File: src/rtl/bht_update_sched.sv
// Branch history table write-port scheduler.
//
// Sweeps the BHT clear one entry per cycle after reset and on flush. Queues
// resolved-branch update records in a small in-order FIFO. Commits one record
// per cycle to the BHT write port. BHT lookups are gated off while a sweep runs.
//
// Optional feature macro: BHT_SCHED_STATS_EN. When defined, it adds commit and
// drop counters. When undefined, o_commit_cnt and o_drop_cnt are tied to zero.
//
// Ports:
//   clk, rst           clock, asynchronous active-high reset
//   i_flush            request a full-table clear
//   i_upd_*            update record input (valid/ready handshake)
//   o_wr_*             BHT write port (strobe, clear/alloc qualifiers, data)
//   o_lookup_en        BHT may serve predictions
//   o_busy             sweep in progress or FIFO not empty
//   o_commit_cnt       committed non-clear writes (stats build only)
//   o_drop_cnt         records discarded by flush (stats build only)

`ifndef N
`define N 32
`endif

module bht_update_sched #(
  parameter int unsigned INDEX_W    = 8,
  parameter int unsigned FIFO_DEPTH = 4
) (
  input  logic               clk,
  input  logic               rst,
  input  logic               i_flush,
  input  logic               i_upd_valid,
  output logic               o_upd_ready,
  input  logic [INDEX_W-1:0] i_upd_index,
  input  logic [`N-1:0]      i_upd_branch_pc,
  input  logic [`N-1:0]      i_upd_target_pc,
  input  logic               i_upd_taken,
  input  logic               i_upd_hit,
  output logic               o_wr_en,
  output logic               o_wr_clear,
  output logic               o_wr_alloc,
  output logic [INDEX_W-1:0] o_wr_index,
  output logic [`N-1:0]      o_wr_branch_pc,
  output logic [`N-1:0]      o_wr_target_pc,
  output logic               o_wr_taken,
  output logic               o_lookup_en,
  output logic               o_busy,
  output logic [31:0]        o_commit_cnt,
  output logic [31:0]        o_drop_cnt
);

  localparam int unsigned PtrW = $clog2(FIFO_DEPTH);
  localparam int unsigned CntW = PtrW + 1;
  localparam logic [CntW-1:0] DepthCnt = CntW'(FIFO_DEPTH);

  typedef enum logic {StSweep, StRun} state_e;

  typedef struct packed {
    logic [INDEX_W-1:0] index;
    logic [`N-1:0]      branch_pc;
    logic [`N-1:0]      target_pc;
    logic               taken;
    logic               hit;
  } rec_t;

  state_e             state_q, state_d;
  logic [INDEX_W-1:0] sweep_idx_q, sweep_idx_d;
  logic [PtrW-1:0]    wr_ptr_q, wr_ptr_d, rd_ptr_q, rd_ptr_d;
  logic [CntW-1:0]    count_q, count_d;
  rec_t               mem_q [FIFO_DEPTH];
  rec_t               head;
  rec_t               in_rec;

  logic run, push, pop, flush_run;

  assign run       = (state_q == StRun);
  assign head      = mem_q[rd_ptr_q];
  assign push      = i_upd_valid && o_upd_ready;
  // Head is committed on the same edge it is presented; queue drains every RUN cycle.
  assign pop       = run && (count_q != '0);
  assign flush_run = run && i_flush;

  assign in_rec = '{index:     i_upd_index,
                    branch_pc: i_upd_branch_pc,
                    target_pc: i_upd_target_pc,
                    taken:     i_upd_taken,
                    hit:       i_upd_hit};

  // Sequencer next state
  always_comb begin
    state_d     = state_q;
    sweep_idx_d = sweep_idx_q;
    unique case (state_q)
      StSweep: begin
        if (i_flush) begin
          sweep_idx_d = '0;
        end else if (sweep_idx_q == '1) begin
          sweep_idx_d = '0;
          state_d     = StRun;
        end else begin
          sweep_idx_d = sweep_idx_q + INDEX_W'(1);
        end
      end
      StRun: begin
        if (i_flush) begin
          sweep_idx_d = '0;
          state_d     = StSweep;
        end
      end
      default: begin
        state_d     = StSweep;
        sweep_idx_d = '0;
      end
    endcase
  end

  // FIFO pointer/count next state; a flush discards everything including this cycle's push.
  always_comb begin
    wr_ptr_d = wr_ptr_q;
    rd_ptr_d = rd_ptr_q;
    count_d  = count_q;
    if (flush_run) begin
      wr_ptr_d = '0;
      rd_ptr_d = '0;
      count_d  = '0;
    end else begin
      if (push) wr_ptr_d = wr_ptr_q + PtrW'(1);
      if (pop)  rd_ptr_d = rd_ptr_q + PtrW'(1);
      unique case ({push, pop})
        2'b10:   count_d = count_q + CntW'(1);
        2'b01:   count_d = count_q - CntW'(1);
        default: count_d = count_q;
      endcase
    end
  end

  always_ff @(posedge clk or posedge rst) begin
    if (rst) begin
      state_q     <= StSweep;
      sweep_idx_q <= '0;
      wr_ptr_q    <= '0;
      rd_ptr_q    <= '0;
      count_q     <= '0;
    end else begin
      state_q     <= state_d;
      sweep_idx_q <= sweep_idx_d;
      wr_ptr_q    <= wr_ptr_d;
      rd_ptr_q    <= rd_ptr_d;
      count_q     <= count_d;
    end
  end

  // Record storage needs no reset: outputs are gated by count.
  always_ff @(posedge clk) begin
    if (push) mem_q[wr_ptr_q] <= in_rec;
  end

  // Outputs
  always_comb begin
    o_upd_ready    = 1'b0;
    o_wr_en        = 1'b0;
    o_wr_clear     = 1'b0;
    o_wr_alloc     = 1'b0;
    o_wr_index     = '0;
    o_wr_branch_pc = '0;
    o_wr_target_pc = '0;
    o_wr_taken     = 1'b0;
    o_lookup_en    = 1'b0;
    o_busy         = 1'b1;
    unique case (state_q)
      StSweep: begin
        o_wr_en    = 1'b1;
        o_wr_clear = 1'b1;
        o_wr_index = sweep_idx_q;
      end
      StRun: begin
        o_lookup_en = 1'b1;
        o_upd_ready = (count_q < DepthCnt);
        o_busy      = (count_q != '0);
        if (count_q != '0) begin
          o_wr_en        = 1'b1;
          o_wr_alloc     = ~head.hit;
          o_wr_index     = head.index;
          o_wr_branch_pc = head.branch_pc;
          o_wr_target_pc = head.target_pc;
          o_wr_taken     = head.taken;
        end
      end
      default: ;
    endcase
  end

`ifdef BHT_SCHED_STATS_EN
  logic [31:0]     commit_cnt_q, drop_cnt_q;
  logic [CntW-1:0] drop_n;

  // Records left in the queue after this edge's pop and push are the ones a flush drops.
  always_comb begin
    drop_n = count_q;
    if (pop)  drop_n = drop_n - CntW'(1);
    if (push) drop_n = drop_n + CntW'(1);
  end

  always_ff @(posedge clk or posedge rst) begin
    if (rst) begin
      commit_cnt_q <= '0;
      drop_cnt_q   <= '0;
    end else begin
      if (pop)       commit_cnt_q <= commit_cnt_q + 32'd1;
      if (flush_run) drop_cnt_q   <= drop_cnt_q + 32'(drop_n);
    end
  end

  assign o_commit_cnt = commit_cnt_q;
  assign o_drop_cnt   = drop_cnt_q;
`else
  assign o_commit_cnt = 32'd0;
  assign o_drop_cnt   = 32'd0;
`endif

endmodule

File: config.mk
export PLATFORM = sky130hd
export DESIGN_NAME = bht_update_sched
export DESIGN_NICKNAME = d
export VERILOG_FILES = /design/src/rtl/bht_update_sched.sv
export SDC_FILE = /design/constraint.sdc
export NUM_CORES = 1
export LEC_CHECK = 0
export BUFFER_PORTS_ARGS = -buffer_cell sky130_fd_sc_hd__buf_4
export CAP_MARGIN = 10
export CORE_ASPECT_RATIO = 1.2
export CORE_UTILIZATION = 50
export DETAILED_ROUTE_END_ITERATION = 12
export HOLD_SLACK_MARGIN = 0.05
export PLACE_DENSITY = 0.75
export REMOVE_ABC_BUFFERS = 1
export SLEW_MARGIN = 20
export SYNTH_ARGS = -nofsm -noshare
export SYNTH_HDL_FRONTEND = slang
export SYNTH_SLANG_ARGS = --single-unit
File: constraint.sdc
create_clock -name clk -period 3.1 [get_ports clk]
set_input_delay 0.31 -clock clk [delete_from_list [all_inputs] [get_ports clk]]
set_output_delay 0.31 -clock clk [all_outputs]
set_load 0.05 [all_outputs]
Word-level counts from Yosys, hierarchy flattened
Memories as Yosys holds them, arrays and structs flattened.
Cells that the tools add are included.
{"block": "word_totals", "reg_bits": 16, "latch_bits": 0, "mem_bits_rw": 296, "rom_bits": 0, "inputBits": 78, "output_inout_bits": 143, "word_cells": 57, "mem_count": 1}
{"memory": "mem_q", "words": 4, "width": 74, "rd": 1, "rd_clocked_by_memory_dff": 0, "wr": 1, "line_no": "69", "text": "rec_t mem_q [FIFO_DEPTH];"}
{"block": "op_classes", "n_addsub": 5, "mul": 0, "n_div": 0, "order_cmp": 1, "eq_ne": 4, "n_shift": 0, "muxes": 32, "bitwise": 2, "n_reduce_logical": 7}
{"cell": "2-to-1 mux 32 bit", "n": 4}
{"cell": "2-to-1 mux 8 bit", "n": 4}
{"cell": "case mux 8 bit (2 select lines)", "n": 2}
{"cell": "2-to-1 mux 1 bit", "n": 14}
{"cell": "adder 8 x 1 -> 8 bit (second input constant)", "n": 1}
{"cell": "== test 8 bit (second input constant)", "n": 1}
{"cell": "2-to-1 mux 2 bit", "n": 4}
{"cell": "case mux 3 bit (2 select lines)", "n": 1}
{"cell": "nonzero test 3 bit", "n": 2}
{"cell": "adder 2 x 1 -> 2 bit (second input constant)", "n": 2}
{"cell": "case mux 1 bit (2 select lines)", "n": 2}
{"cell": "nonzero test 2 bit", "n": 2}
{"cell": "adder 3 x 1 -> 3 bit (second input constant)", "n": 1}
{"cell": "logical AND 1 bit", "n": 3}
{"cell": "less-than comparator 3 bit (second input constant)", "n": 1}
{"cell": "2-to-1 mux 3 bit", "n": 1}
{"cell": "subtractor 3 x 1 -> 3 bit (second input constant)", "n": 1}
{"cell": "== test 2 x 1 -> 1 bit (second input constant)", "n": 1}
{"cell": "== test 2 bit (second input constant)", "n": 1}
{"cell": "inequality test 2 bit (second input constant)", "n": 1}
{"cell": "inverter 1 bit", "n": 2}

Logic depth before layout (Yosys ltp)
{"block": "depth", "depth_word": 6, "mapped_depth": 7, "depth_no_buf": 5}

Worst setup path before layout
OpenSTA, ideal clock, no wires.
{"block": "synth_path", "path_kind": "reg-to-reg", "startpoint": "register state_q (netlist: run)", "endpoint": "memory mem_q[0][0] in the netlist's numbering (enable)", "setup_time_ns": 0.441, "arrival_time_ns": 2.979, "required_time_ns": 2.659, "setup_slack_ns": -0.320, "path_stages_with_launch": 4, "path_buffers": 1, "period_less_slack_ns": 3.420, "path_cell_list": "dfrtp_1 nor2b_1 buf_2 and3_1"}
{"block": "synth_between", "elab_chain_len": 4}
{"element": "start, declared", "line_no": "65", "text": "state_e state_q, state_d;"}
{"element": "start signal, assigned", "line_no": "138", "text": "state_q <= StSweep;"}
{"element": "start signal, assigned", "line_no": "144", "text": "state_q <= state_d;"}
{"element": "2-to-1 mux 1 bit", "line_no": "169", "text": "unique case (state_q)"}
{"element": "net o_upd_ready", "line_no": "32", "text": "output logic o_upd_ready,"}
{"element": "logical AND 1 bit", "line_no": "77", "text": "assign push = i_upd_valid && o_upd_ready;"}
{"element": "2-to-1 mux 1 bit", "line_no": "154", "text": "if (push) mem_q[wr_ptr_q] <= in_rec;"}
{"element": "2-to-1 mux 1 bit (not written as such)", "line_no": "154"}
{"element": "end, declared", "line_no": "69"}
The timed path passes the listed nets, and every way through them passes these cells.

Worst setup path after layout
{"block": "layout_path", "startpoint": "register rd_ptr_q[0]", "endpoint": "output o_wr_target_pc[29]"}
{"block": "layout_between", "elab_chain_len": 3}
{"element": "start, declared", "line_no": "67", "text": "logic [PtrW-1:0] wr_ptr_q, wr_ptr_d, rd_ptr_q, rd_ptr_d;"}
{"element": "start signal, assigned", "line_no": "147", "text": "rd_ptr_q <= rd_ptr_d;"}
{"element": "memory read (4 x 74 bit)"}
{"element": "2-to-1 mux 32 bit", "line_no": "179", "text": "if (count_q != '0) begin"}
{"element": "2-to-1 mux 32 bit", "line_no": "169"}
{"element": "end, declared", "line_no": "43", "text": "output logic [`N-1:0] o_wr_target_pc,"}
No other way between the ends.

==> results.txt <==
The final layout contains 973 nets. The average instance in the mapped netlist occupies 19.8 µm². The number of cells traversed by the worst register-to-register path came out at 5.

The CTS buffer count came out at 31. The fraction of final layout cells sized beyond drive strength 1 came out at 33.1%. The share of total power dissipated in the clock network is 41.6%. The number of warnings printed during yosys synthesis is 0. The post-route worst setup slack is ~0.3 ns. In this run the most critical hold path is launched from i_flush. The count of flip-flops with a built-in enable after synthesis came out at a little under 300. During placement, the flow inserted port buffers numbering approximately 160. During I/O placement, the number of pins put on the boundary was 221. The run finished with clean final reports. The floorplan step defined a die boundary enclosing 26100 µm². TritonCTS built the clock tree. The main flop type after synthesis is sky130_fd_sc_hd__edfxtp_1. The total global-route track usage came out at 18.7%. Walking the worst path, the cells encountered are buf_12 > mux4_2 > and2_1 > buf_4.

The max-slew headroom at the worst pin is 54.8%. The required time of the critical path is 2.79 ns. The area added between synthesis and finish is 24.5%. The design area came out at about 16000 µm². The launching instance or port of the critical path is rd_ptr_q[0]$_DFFE_PP0P_. OpenSTA, run right after detailed placement, puts the worst setup slack at 0.839 ns. The register bit total from synthesis came out at 312. The initial cell density of the core is 51.2%. The total DRC errors in the routed layout is 0. Across the VDD grid, the largest voltage drop is 0.000447 V. The post-place instance area came out at ~14000 µm². The worst hold path passes through 2 cells.

Power spread over the standard cell area amounts to around 550 nW/µm². On the critical path, the stage with the largest delay is an instance of sky130_fd_sc_hd__dfrtp_4. In this run the critical register-to-register path is captured at count_q[2]$_DFFE_PP0P_. The number of unique standard cell types used by synthesis came out at 44. For hold timing, the worst endpoint is sweep_idx_q[6]$_DFFE_PP0P_. The ratio of routed vias to standard cells came out at 5.25.

The clock-pin slew of the registers on the worst-case setup and hold paths is 0.06 ns. The biggest fanout along the worst timing path is 33. The final routed wire length divided by cell count came out at 19.3 µm.

Routability-driven placement finished with a final weighted congestion of 0.785. The worst reg2reg path startpoint is count_q[2]$_DFFE_PP0P_. The max capacitance violation total came out at 0.

Setup violations remaining at the end of the flow were counted as 0. The routed design could run at a clock period as short as 2.80 ns. The portion of the clock cycle consumed by the worst path in the final layout came out at 90.3%. Between clock sinks in the finished design, the worst skew comes to 0.00814 ns. The cell family contributing the most delay on the critical path is flip-flops. The floorplan step defined a core boundary enclosing 24800 µm².

The number of hold-slack violations in the final timing report came out at 0. For the worst-skew pair, the clock arrives at the later sink with an insertion delay of ~0.54 ns. The share of total power dissipated in combinational logic is 4.9%. The width of the die came out at 148 µm. The pin count of the biggest net entering global routing came out at 38.

The number of H-tree levels is 1. The critical path depth is 4. From bottom edge to top edge, the die measures 177 µm. The total power draw is 8.64 mW.

The share of async-settable or async-resettable flops after synthesis is 5.13%. The aggregate global routing overflow came out at 0. The worst setup path is launched from a flip-flop. The share of the Yosys chip area taken by registers is between 70% and 80%.

The first-pass detailed-route iteration total is 4. The number of antenna violations at the first check in global routing is 2. STA puts the critical path data arrival time at 2.49 ns. The analysis attributes to net switching a power of between 1.5 and 2 mW. The internal reg-to-reg setup slack came out at about 0.81 ns. The final max-slew violation count came out at 0. The filler-free cell count of the finished design came out at 1240.

The routed via count came out at 6507. The total length of routed wires is 24.0 mm. The number of global-route vias before repair came out at 6823. The sink count of the clock tree came out at 312. The stage delay of the slowest cell on the critical path is 0.67 ns. The leakage power of the design is 5.80 nW.

The maximum count of clock buffers along a single path came out at 3. The tree is rooted in a sky130_fd_sc_hd__clkbuf_16. The cell area after synthesis came out at 12700 µm². The number of buffer and inverter instances along the worst setup path came out at 2. The start-to-end type of the worst setup path is flip-flop to primary output. The final HPWL from detailed placement is 14.4 mm. The number of DRC markers in iteration 0 came out at 341. The first global-routing pass estimated 37.2 mm of wire. The cell-internal power is 6.85 mW. Net switching is 20.7% of the power.

Setup repair after global routing left no endpoint under its margin. For this run, the top clock speed supported by timing is between 0.3 and 0.4 GHz. The min-delay analysis places its worst path in the category input port to flip-flop. The site row count came out at 63. The post-CTS setup-driven buffer insertion count is 0. The placed cell count is 1106.

The setup TNS is 0 ns. After technology mapping, the gate count stands at ~640. For the pin with the worst max-slew slack, the measured transition is 0.677 ns.

The power share of the sequential group is 53.5%. The nature of the critical path endpoint is a primary output. The remaining number of nets flagged by the antenna check after routing came out at 0.
## cell usage in the layout (no fill, tap or decap), drive strengths merged, types with 6 or more instances in the layout
cell type	instances
a21oi	7
a22o	7
and2	66
and3	6
buf	176
clkbuf	38
clkinv	11
conb	64
dfrtp	16
dlygate4sd3	75
edfxtp	296
inv	7
mux4	74
nor2	6
## layout make-up
type / count / area [µm²]
Antenna cell: 2 / 5.00
Clock buffer: 38 / 802
Clock inverter: 19 / 183
Fill cell: 1715 / 9000
Inverter: 5 / 18.8
Multi-Input combinational cell: 288 / 2950
Sequential cell: 312 / 9300
Tap cell: 325 / 407
Timing Repair Buffer: 251 / 2170
## cell families after synthesis
kind of cell               after synthesis  share of synthesized area, %
AOI/OAI and AO/OA                       33                          1.88
xor gates and xnor gates                 6                         0.413
adders and majority gates                6                         0.649
buffers and inverters                  104                          5.80
DFF                                    312                          73.0
muxes                                   76                          13.3
other                                    1                        0.0295
and+or+nand+nor                        103                          4.94
## worst register-to-register path, cell delays in order (launching register included)
cell and delay, ns:
sky130_fd_sc_hd__dfrtp_1 0.48, sky130_fd_sc_hd__nor2b_1 0.48, sky130_fd_sc_hd__a21oi_1 0.17, sky130_fd_sc_hd__fa_1 0.39
sky130_fd_sc_hd__or4b_1 0.52, sky130_fd_sc_hd__o221ai_1 0.18
## per-stage QoR
step	hold slack, ns	util, %
3_3_place_gp	0.445	56.8
6_report	0.0920	63.8
4_1_cts	0.0539	63.7
2_1_floorplan	0.224	-
5_1_grt	0.0856	63.8
3_5_place_dp	0.447	56.8
## metal layers
metal | GRT usage, % | wire length (µm) | up-vias
met1 | 23.5 | 9600 | 3345
li1 | - | - | 2903
met4 | 5.50 | 534 | 0
met5 | 0 | 0 | -
met3 | 3.02 | 1160 | 42
met2 | 33.4 | 12700 | 217
## worst max path at each step
stage | to | slack (ns)
floorplan | o_wr_alloc | -1.49
global placement | o_wr_branch_pc[17] | 0.85
detailed placement | o_wr_target_pc[16] | 0.84
CTS | o_wr_target_pc[29] | 0.25
global route | o_wr_target_pc[29] | 0.17
finish | o_wr_target_pc[29] | 0.30
## cell usage after synthesis (4+ instances only)
master,count,area share [%]
sky130_fd_sc_hd__a21oi_1,7,0.28
sky130_fd_sc_hd__a22o_1,7,0.48
sky130_fd_sc_hd__and2_1,66,3.2
sky130_fd_sc_hd__and3_1,6,0.30
sky130_fd_sc_hd__buf_12,4,0.63
sky130_fd_sc_hd__buf_2,13,0.51
sky130_fd_sc_hd__buf_4,66,3.9
sky130_fd_sc_hd__clkbuf_1,13,0.38
sky130_fd_sc_hd__dfrtp_1,16,3.1
sky130_fd_sc_hd__edfxtp_1,296,70
sky130_fd_sc_hd__ha_1,5,0.49
sky130_fd_sc_hd__inv_1,5,0.15
sky130_fd_sc_hd__mux4_2,74,13
sky130_fd_sc_hd__nand2_1,4,0.12
sky130_fd_sc_hd__nand3b_1,4,0.24
sky130_fd_sc_hd__nor2_1,6,0.18
sky130_fd_sc_hd__nor2b_1,4,0.20
sky130_fd_sc_hd__or3_1,5,0.25
## flip-flops by register name, indices dropped and copies added (netlist names)
name	count
count_q	3
run	1
wr_ptr_q	2
mem_q	296
rd_ptr_q	2
sweep_idx_q	8
## power groups by stage
stage          registers (mW)  clock network (mW)  logic, mW
6_report                 4.62                3.60      0.424
5_1_grt                  4.62                3.83      0.449
4_1_cts                  4.62                3.67      0.423
3_5_place_dp             4.71                   0      0.342
3_3_place_gp             4.71                   0      0.336
2_1_floorplan            4.71                   0      0.210
## what timing repair did
item / 4_1_cts / 5_1_grt
hold buffers: 75 / 0
hold endpoints to repair: 312 / 0
gates resized for setup: 0 / 0
Power figures use the tool's default switching activity.
